<file path="src/rtl/pipeline_ctrl_pkg.sv">
// Shared definitions for the pipeline control blocks.
// Contents:
//   TUSE_NONE              - tUse code meaning "operand not read"
//   FWD_RF/FWD_MEM/FWD_EX  - ID-stage forward select codes
//   MD_KIND_MULT/DIV       - mult/div family selector
//   sb_slot_t              - one scoreboard slot (destination, tNew, write enable)
//   dec()                  - decrement that stops at zero
package pipeline_ctrl_pkg;

  localparam logic [2:0] TUSE_NONE    = 3'h7;

  localparam logic [1:0] FWD_RF       = 2'd0;
  localparam logic [1:0] FWD_MEM      = 2'd1;
  localparam logic [1:0] FWD_EX       = 2'd2;

  localparam logic       MD_KIND_MULT = 1'b0;
  localparam logic       MD_KIND_DIV  = 1'b1;

  typedef struct packed {
    logic [4:0] dst;
    logic [2:0] tnew;
    logic       we;
  } sb_slot_t;

  function automatic logic [2:0] dec(input logic [2:0] x);
    return (x == 3'd0) ? 3'd0 : x - 3'd1;
  endfunction

endpackage

</file>
<file path="src/rtl/md_busy_counter.sv">
// Busy counter for the multi-cycle mult/div unit.
// Ports:
//   clk, resetN  - clock, synchronous active-low reset
//   load         - load loadValue on this edge (takes priority over counting down)
//   loadValue    - number of busy cycles to load
//   count        - current remaining busy cycles
//   busy         - count is non-zero
module md_busy_counter #(
  parameter int CNT_W = 4
) (
  input  logic             clk,
  input  logic             resetN,
  input  logic             load,
  input  logic [CNT_W-1:0] loadValue,
  output logic [CNT_W-1:0] count,
  output logic             busy
);

  logic [CNT_W-1:0] r_count;

  always_ff @(posedge clk) begin
    if (!resetN) begin
      r_count <= '0;
    end else if (load) begin
      r_count <= loadValue;
    end else if (r_count != '0) begin
      r_count <= r_count - 1'b1;
    end
  end

  assign count = r_count;
  assign busy  = (r_count != '0);

endmodule

</file>
<file path="src/rtl/hazard_stall_ctrl.sv">
// Stall/flush generator for the 5-stage pipeline. A shadow scoreboard of the
// EX and MEM stages (destination, tNew, write enable) is compared against the
// tUse of the ID-stage operands; the mult/div busy counter adds a structural
// stall for HI/LO users. Also produces ID-stage forward selects and a
// saturating stall-cycle counter.
// Ports:
//   clk, resetN            - clock, synchronous active-low reset
//   rsInID/rtInID          - source registers of the instruction in ID
//   tUseRsInID/tUseRtInID  - cycles until each source is needed (7 = unused)
//   regFinalDstInID, regWriteEnabledInID, tNewInID - result info of ID instr
//   mdStartInID, mdKindInID, mdUseInID             - mult/div info of ID instr
//   stallOf_IF_ID, pcEnable, resetOf_ID_EX         - pipeline control
//   fwdRsSelInID/fwdRtSelInID                      - 0 RF, 1 MEM, 2 EX
//   mdBusy                 - mult/div unit busy
//   stallCycleCount        - saturating number of stalled cycles
module hazard_stall_ctrl
  import pipeline_ctrl_pkg::*;
#(
  parameter int MULT_CYCLES = 5,
  parameter int DIV_CYCLES  = 10,
  parameter int MD_CNT_W    = 4,
  parameter int STALL_CNT_W = 32  // internal width of the stall counter (<= 32)
) (
  input  logic        clk,
  input  logic        resetN,
  input  logic [4:0]  rsInID,
  input  logic [4:0]  rtInID,
  input  logic [2:0]  tUseRsInID,
  input  logic [2:0]  tUseRtInID,
  input  logic [4:0]  regFinalDstInID,
  input  logic        regWriteEnabledInID,
  input  logic [2:0]  tNewInID,
  input  logic        mdStartInID,
  input  logic        mdKindInID,
  input  logic        mdUseInID,
  output logic        stallOf_IF_ID,
  output logic        pcEnable,
  output logic        resetOf_ID_EX,
  output logic [1:0]  fwdRsSelInID,
  output logic [1:0]  fwdRtSelInID,
  output logic        mdBusy,
  output logic [31:0] stallCycleCount
);

  sb_slot_t               r_ex;
  sb_slot_t               r_mem;
  logic [STALL_CNT_W-1:0] r_stall_cnt;

  logic                   w_haz_rs;
  logic                   w_haz_rt;
  logic                   w_md_busy;
  logic                   w_md_stall;
  logic                   w_stall;
  logic                   w_md_load;
  logic [MD_CNT_W-1:0]    w_md_load_val;
  logic [MD_CNT_W-1:0]    w_md_count;

  // A slot blocks an operand when it will still be producing the value after
  // the operand is needed.
  function automatic logic slot_blocks(input sb_slot_t s, input logic [4:0] src,
                                       input logic [2:0] tuse);
    return s.we && (s.dst == src) && (s.tnew > tuse);
  endfunction

  function automatic logic operand_hazard(input logic [4:0] src, input logic [2:0] tuse,
                                          input sb_slot_t ex, input sb_slot_t mem);
    return (src != 5'd0) && (tuse != TUSE_NONE) &&
           (slot_blocks(ex, src, tuse) || slot_blocks(mem, src, tuse));
  endfunction

  // Youngest producer (EX) wins over MEM; $0 is never forwarded.
  function automatic logic [1:0] operand_fwd(input logic [4:0] src,
                                             input sb_slot_t ex, input sb_slot_t mem);
    if (src == 5'd0)                                     return FWD_RF;
    if (ex.we && ex.dst == src && ex.tnew == 3'd0)       return FWD_EX;
    if (mem.we && mem.dst == src && mem.tnew == 3'd0)    return FWD_MEM;
    return FWD_RF;
  endfunction

  assign w_haz_rs   = operand_hazard(rsInID, tUseRsInID, r_ex, r_mem);
  assign w_haz_rt   = operand_hazard(rtInID, tUseRtInID, r_ex, r_mem);
  assign w_md_stall = mdUseInID & w_md_busy;
  assign w_stall    = w_haz_rs | w_haz_rt | w_md_stall;

  // A start only launches the unit when the instruction actually leaves ID.
  assign w_md_load     = mdStartInID & ~w_stall;
  assign w_md_load_val = (mdKindInID == MD_KIND_DIV) ? MD_CNT_W'(DIV_CYCLES)
                                                     : MD_CNT_W'(MULT_CYCLES);

  md_busy_counter #(.CNT_W(MD_CNT_W)) u_md_cnt (
    .clk       (clk),
    .resetN    (resetN),
    .load      (w_md_load),
    .loadValue (w_md_load_val),
    .count     (w_md_count),
    .busy      (w_md_busy)
  );

  always_ff @(posedge clk) begin
    if (!resetN) begin
      r_ex        <= '0;
      r_mem       <= '0;
      r_stall_cnt <= '0;
    end else begin
      r_mem.dst  <= r_ex.dst;
      r_mem.tnew <= dec(r_ex.tnew);
      r_mem.we   <= r_ex.we;
      if (w_stall) begin
        r_ex <= '0;
      end else begin
        r_ex.dst  <= regFinalDstInID;
        r_ex.tnew <= dec(tNewInID);
        r_ex.we   <= regWriteEnabledInID;
      end
      if (w_stall && (r_stall_cnt != '1)) begin
        r_stall_cnt <= r_stall_cnt + 1'b1;
      end
    end
  end

  // While reset is held the pipeline is flushed and never frozen.
  always_comb begin
    stallOf_IF_ID = 1'b0;
    pcEnable      = 1'b1;
    resetOf_ID_EX = 1'b1;
    fwdRsSelInID  = FWD_RF;
    fwdRtSelInID  = FWD_RF;
    mdBusy        = 1'b0;
    if (resetN) begin
      stallOf_IF_ID = w_stall;
      pcEnable      = ~w_stall;
      resetOf_ID_EX = w_stall;
      fwdRsSelInID  = operand_fwd(rsInID, r_ex, r_mem);
      fwdRtSelInID  = operand_fwd(rtInID, r_ex, r_mem);
      mdBusy        = w_md_busy;
    end
  end

  assign stallCycleCount = 32'(r_stall_cnt);

endmodule

</file>
<file path="config.mk">
export PLATFORM = sky130hd
export DESIGN_NAME = hazard_stall_ctrl
export DESIGN_NICKNAME = d
export VERILOG_FILES = /design/src/rtl/pipeline_ctrl_pkg.sv /design/src/rtl/md_busy_counter.sv /design/src/rtl/hazard_stall_ctrl.sv
export SDC_FILE = /design/constraint.sdc
export NUM_CORES = 1
export LEC_CHECK = 0
export ABC_AREA = 1
export CAP_MARGIN = 40
export CELL_PAD_IN_SITES_DETAIL_PLACEMENT = 1
export CELL_PAD_IN_SITES_GLOBAL_PLACEMENT = 1
export CORE_MARGIN = 1
export CORE_UTILIZATION = 36
export DETAILED_ROUTE_END_ITERATION = 8
export PLACE_DENSITY_LB_ADDON = 0.2
export SKIP_CTS_REPAIR_TIMING = 1
export SLEW_MARGIN = 40
export SYNTH_ARGS = -nofsm -noshare
export SYNTH_HDL_FRONTEND = slang
export SYNTH_HIERARCHICAL = 1
export SYNTH_SLANG_ARGS = --single-unit
</file>
<file path="constraint.sdc">
create_clock -name clk -period 3.92 [get_ports clk]
set_clock_uncertainty 0.1 [all_clocks]
set_input_delay 1.176 -clock clk [delete_from_list [all_inputs] [get_ports clk]]
set_output_delay 1.176 -clock clk [all_outputs]
set_load 0.05 [all_outputs]
</file>
# == Word level (Yosys, flattened, before mapping) ==
# Cells that the tools add are included.
# totals
elab_cells,99
input_bits,30
reg_bits,54
# classes
n_mux,39
order_cmp,4
addsub,4
reduce_logical,31
bitwise_logic,6
eq_ne,7
# op_table
cell,n
adder 32 x 1 -> 32 bit (second input constant),1
inequality test 32 bit (second input constant),1
two-way mux 2 bit,14
two-way mux 1 bit,22
equality test 5 bit,4
logical AND 1 bit,17
> comparator 3 bit,4
two-way mux 4 bit,3
zero test 5 bit,2
nonzero test 5 bit,2
zero test 3 bit,3
inequality test 3 bit (second input constant),2
subtractor 3 x 1 -> 3 bit (second input constant),2
nonzero test 4 bit,1
OR reduction 2 bit,2
subtractor 4 x 1 -> 4 bit (second input constant),1
OR reduction 3 bit,1
bitwise AND 1 bit,2
logical OR 1 bit,2
inverter 1 bit,2
bitwise OR 1 bit,2
nonzero test 2 bit,1

# == Longest topological paths before layout ==
# logic_depth
ltp_word,13
depth_mapped,18
mapped_depth_nobuf,16

# == Cells and area by module ==
# Netlist, hierarchy kept.
# by_module_without_submodules
module,seq_area_each_um2,n_inst,area_per_inst_um2,cells_per_inst
hazard_stall_ctrl,1001.0,1,3362.0,546
md_busy_counter,80.1,1,270.3,41

# == Least setup slack after synthesis ==
# OpenSTA, ideal clock, no wires.
# synth_path
path_type,in2out
from,input resetN
to,output fwdRtSelInID[0]
path_stages,4
t_arrival_ns,3.489
required_ns,2.644
slack_ns,-0.845
path_cell_list,clkbuf_1 > inv_1 > or4_1 > nor4b_1
# synth_between
elab_chain_len,1
# synth_lines
element,line_no,rtl
"start, declared",hazard_stall_ctrl.sv:25,"input logic resetN,"
two-way mux 2 bit,hazard_stall_ctrl.sv:129,if (resetN) begin
"end, declared",hazard_stall_ctrl.sv:40,"output logic [1:0] fwdRtSelInID,"
# Every way passes these cells.

# == Worst setup path in the final report ==
# layout_path
from,input tUseRsInID[0]
to,output stallOf_IF_ID
# layout_between
elab_chain_len,7
word_cells_on_any_way,11
classes_between,2 x order compare; 1 x eq/ne; 1 x mux; 2 x bitwise; 5 x reduce/logical
# layout_lines
element,line_no,rtl
"start, declared",hazard_stall_ctrl.sv:28,"input logic [2:0] tUseRsInID,"
> comparator 3 bit,hazard_stall_ctrl.sv:62,return s.we && (s.dst == src) && (s.tnew > tuse);
logical AND 1 bit,hazard_stall_ctrl.sv:62,
logical OR 1 bit,hazard_stall_ctrl.sv:68,"(slot_blocks(ex, src, tuse) || slot_blocks(mem, src, tuse));"
logical AND 1 bit *,hazard_stall_ctrl.sv:67,return (src != 5'd0) && (tuse != TUSE_NONE) &&
bitwise OR 1 bit * (2 in a row),hazard_stall_ctrl.sv:83,assign w_stall = w_haz_rs | w_haz_rt | w_md_stall;
two-way mux 1 bit *,hazard_stall_ctrl.sv:129,
"end, declared",hazard_stall_ctrl.sv:36,"output logic stallOf_IF_ID,"
# Mark *: on every way between the ends. The rest lies on a longest branch, timed or not.

==> impl_metrics.toml <==
[status]
outcome = "completed"

[logic_synthesis]
synth_edf_count = 0
netlist_top_cells_area = "dfxtp_1, nand2_1, nor2_1, inv_1, nand3_1"
synth_top_area_frac = 0.298
synthFlopType = "dfxtp_1"
yosysWarnings = 6
syn_area_per_cell_um2 = 6.19
syn-num-nets = 636
ys_ff_latch = 54
yosysTopAreaCell = "dfxtp_1"
synthCells = 587
synthesis.area_mm2 = 0.00363
synthArstFlopShare = 0
ys_types = 32
synth.yosys.seq_area_share = 0.298

[worst_setup_path]
path_class = "input pin to output pin"
cp.required_ns = 2.64
crit_start = "tUseRsInID[0]"
reg2reg_slack_ns = 1.04
cp.arrival_ns = 2.56
cp_max_fo = 3
startpoint_type = "input pin"
endpoint_kind = "output pin"
critical_path.endpoint = "stallOf_IF_ID"
reg2reg_to = "u_md_cnt/count[3]$_SDFFE_PN0P_"
ff2ff_path_depth = 14
r2r-start = "r_ex[3]$_SDFF_PP0_"

[floorplan]
coreArea_mm2 = 0.00977
dieArea_mm2 = 0.0105
num_rows = 36
pin_count = 70
initial_core_util = 0.372
die_w_um = 102
die_y_um = 102

[cts]
cts_made_buffers = 5
cts.path.max_buffers = 2
clock_sinks = 54
htree_levels = 2
path_clk_slew_ns = 0.10
clk_latency_ns = 0.31
cts_root_buffer = "clkbuf_8"
cts_tree = "built"

[sta]
whs_ns = 0.334
period_needed_ns = 3.84
finalSetupViolations = 0
fmaxAchievable_mhz = 260
tightestPinTransition_ns = 0.617
drv_slew = 0
period_share = 0.980
max_slew_margin = 0.588
hold_viol = 0

[final_layout]
area_delta_synth_final_pct = 35.5
drive_gt1_frac = 0.154
antennaDiodeCount = 0
postLayoutCoreUtil = 0.504
num-fill-cells = 1314
nNetsFinal = 711
mostFrequentLayoutCells = "nand2_1, nor2_1, inv_1, nand3_1, dfxtp_1"
final_common_cell = "nand2_1"

[grt]
grt_usage = 0.205
antenna_found_initial = 0
grt_pass1_vias = 3794
grt_max_degree = 66
grt_first_pass_wirelength_mm = 16.9
overflow = 0

[routing]
drt_iter0_markers = 56
routed-via-count = 3830
routed_via_density = 4.81
drc = 0
wirelength_mm = 10.4
wl_per_cell_um = 13.1
postRouteAntennaNets = 0
dr.pass1.iters = 4

[hold_path]
whs_path_depth = 2
hp-class = "flop to flop"

[run]
max-cap-violations = 0

[placed_design]
dpl.hpwl_mm = 8.17
gp_congestion = 0.829
io_buffer_count = 69

[power]
worst_ir_drop_vdd_v = 0.000174
p_per_area_mw_per_mm2 = 368
power_mw = 1.81
power_leakage_nw = 2.34
[stage by stage]
step | setup slack, ns | cell area, um^2 | TNS, ns | cells
2_1_floorplan | -0.182 | 3680 | -0.378 | 587
3_3_place_gp | -0.422 | 4570 | -2.22 | 787
3_5_place_dp | -0.476 | 4570 | -2.93 | 787
4_1_cts | -0.493 | 4710 | -1.96 | 795
5_1_grt | -0.0346 | 4920 | -0.0558 | 796
6_report | 0.0803 | 4920 | 0 | 796
[registers in the layout (all words and copies together) (netlist names)]
signal / flops
stallCycleCount: 32
r_ex: 9
r_mem: 9
u_md_cnt/count: 4
[metal layers]
layer  part of all wire  up-vias  GRT usage
li1                   -     1972          -
met1               0.43     1788      0.233
met2               0.52       57      0.395
met3              0.025       13     0.0198
met4              0.019        0     0.0648
met5                  0        -          0
[synthesized netlist by cell type, types with 4 or more instances]
master and instances:
nand2_1 151, nor2_1 95, inv_1 91, dfxtp_1 54, nand3_1 54, a21oi_1 37
ha_1 19, inv_2 12, nor2_2 10, nand4_1 9, buf_6 6, buf_2 5
nand3_2 5, nand2_2 4, nor3_1 4, o21ai_0 4
[cell families after synthesis]
kind of cell,after synthesis,share of synthesized area
flops,54,0.298
compound gates,45,0.0641
buf+inv,118,0.136
fa+ha+maj,19,0.0655
xor+xnor,5,0.0121
simple gates,346,0.425
[cell type report]
cell class / instances / area, um^2 / area share
multi-input cells: 415 / 2240 / 0.456
flip-flops and latches: 54 / 1080 / 0.220
repair buffers: 82 / 888 / 0.180
inverters: 104 / 407 / 0.0826
well taps: 133 / 166 / 0.0338
clock buffers: 5 / 68.8 / 0.0140
clock inverters: 3 / 68.8 / 0.0140
[report_power, final]
group	internal [mW]	switching, mW
Clock	0.256	0.192
Combinational	0.270	0.435
Sequential	0.600	0.0577
Total	1.13	0.684
[critical path, cell delays in order]
cell	delay (ns)
dlymetal6s2s_1	0.16
ha_1	0.31
nand3_1	0.09
o21a_1	0.12
nand3_1	0.07
nand2_1	0.09
nand2_2	0.07
nand3_4	0.14
nand2_8	0.08
clkinvlp_4	0.11
buf_8	0.14
[worst min path at each step]
| stage | slack (ns) | endpoint | start |
|---|---|---|---|
| final | 0.33 | r_mem[7]$_SDFF_PN0_ | r_ex[7]$_SDFF_PP0_ |
| after global routing | 0.37 | r_mem[7]$_SDFF_PN0_ | r_ex[7]$_SDFF_PP0_ |
| after CTS | 0.34 | r_mem[7]$_SDFF_PN0_ | r_ex[7]$_SDFF_PP0_ |
| after detailed placement | 0.32 | r_mem[7]$_SDFF_PN0_ | r_ex[7]$_SDFF_PP0_ |
| after global placement | 0.30 | r_mem[1]$_SDFF_PP0_ | r_ex[1]$_SDFF_PP0_ |
| after floorplan | 0.29 | r_mem[1]$_SDFF_PP0_ | r_ex[1]$_SDFF_PP0_ |
Note: power is estimated with default switching activity, not from simulation.
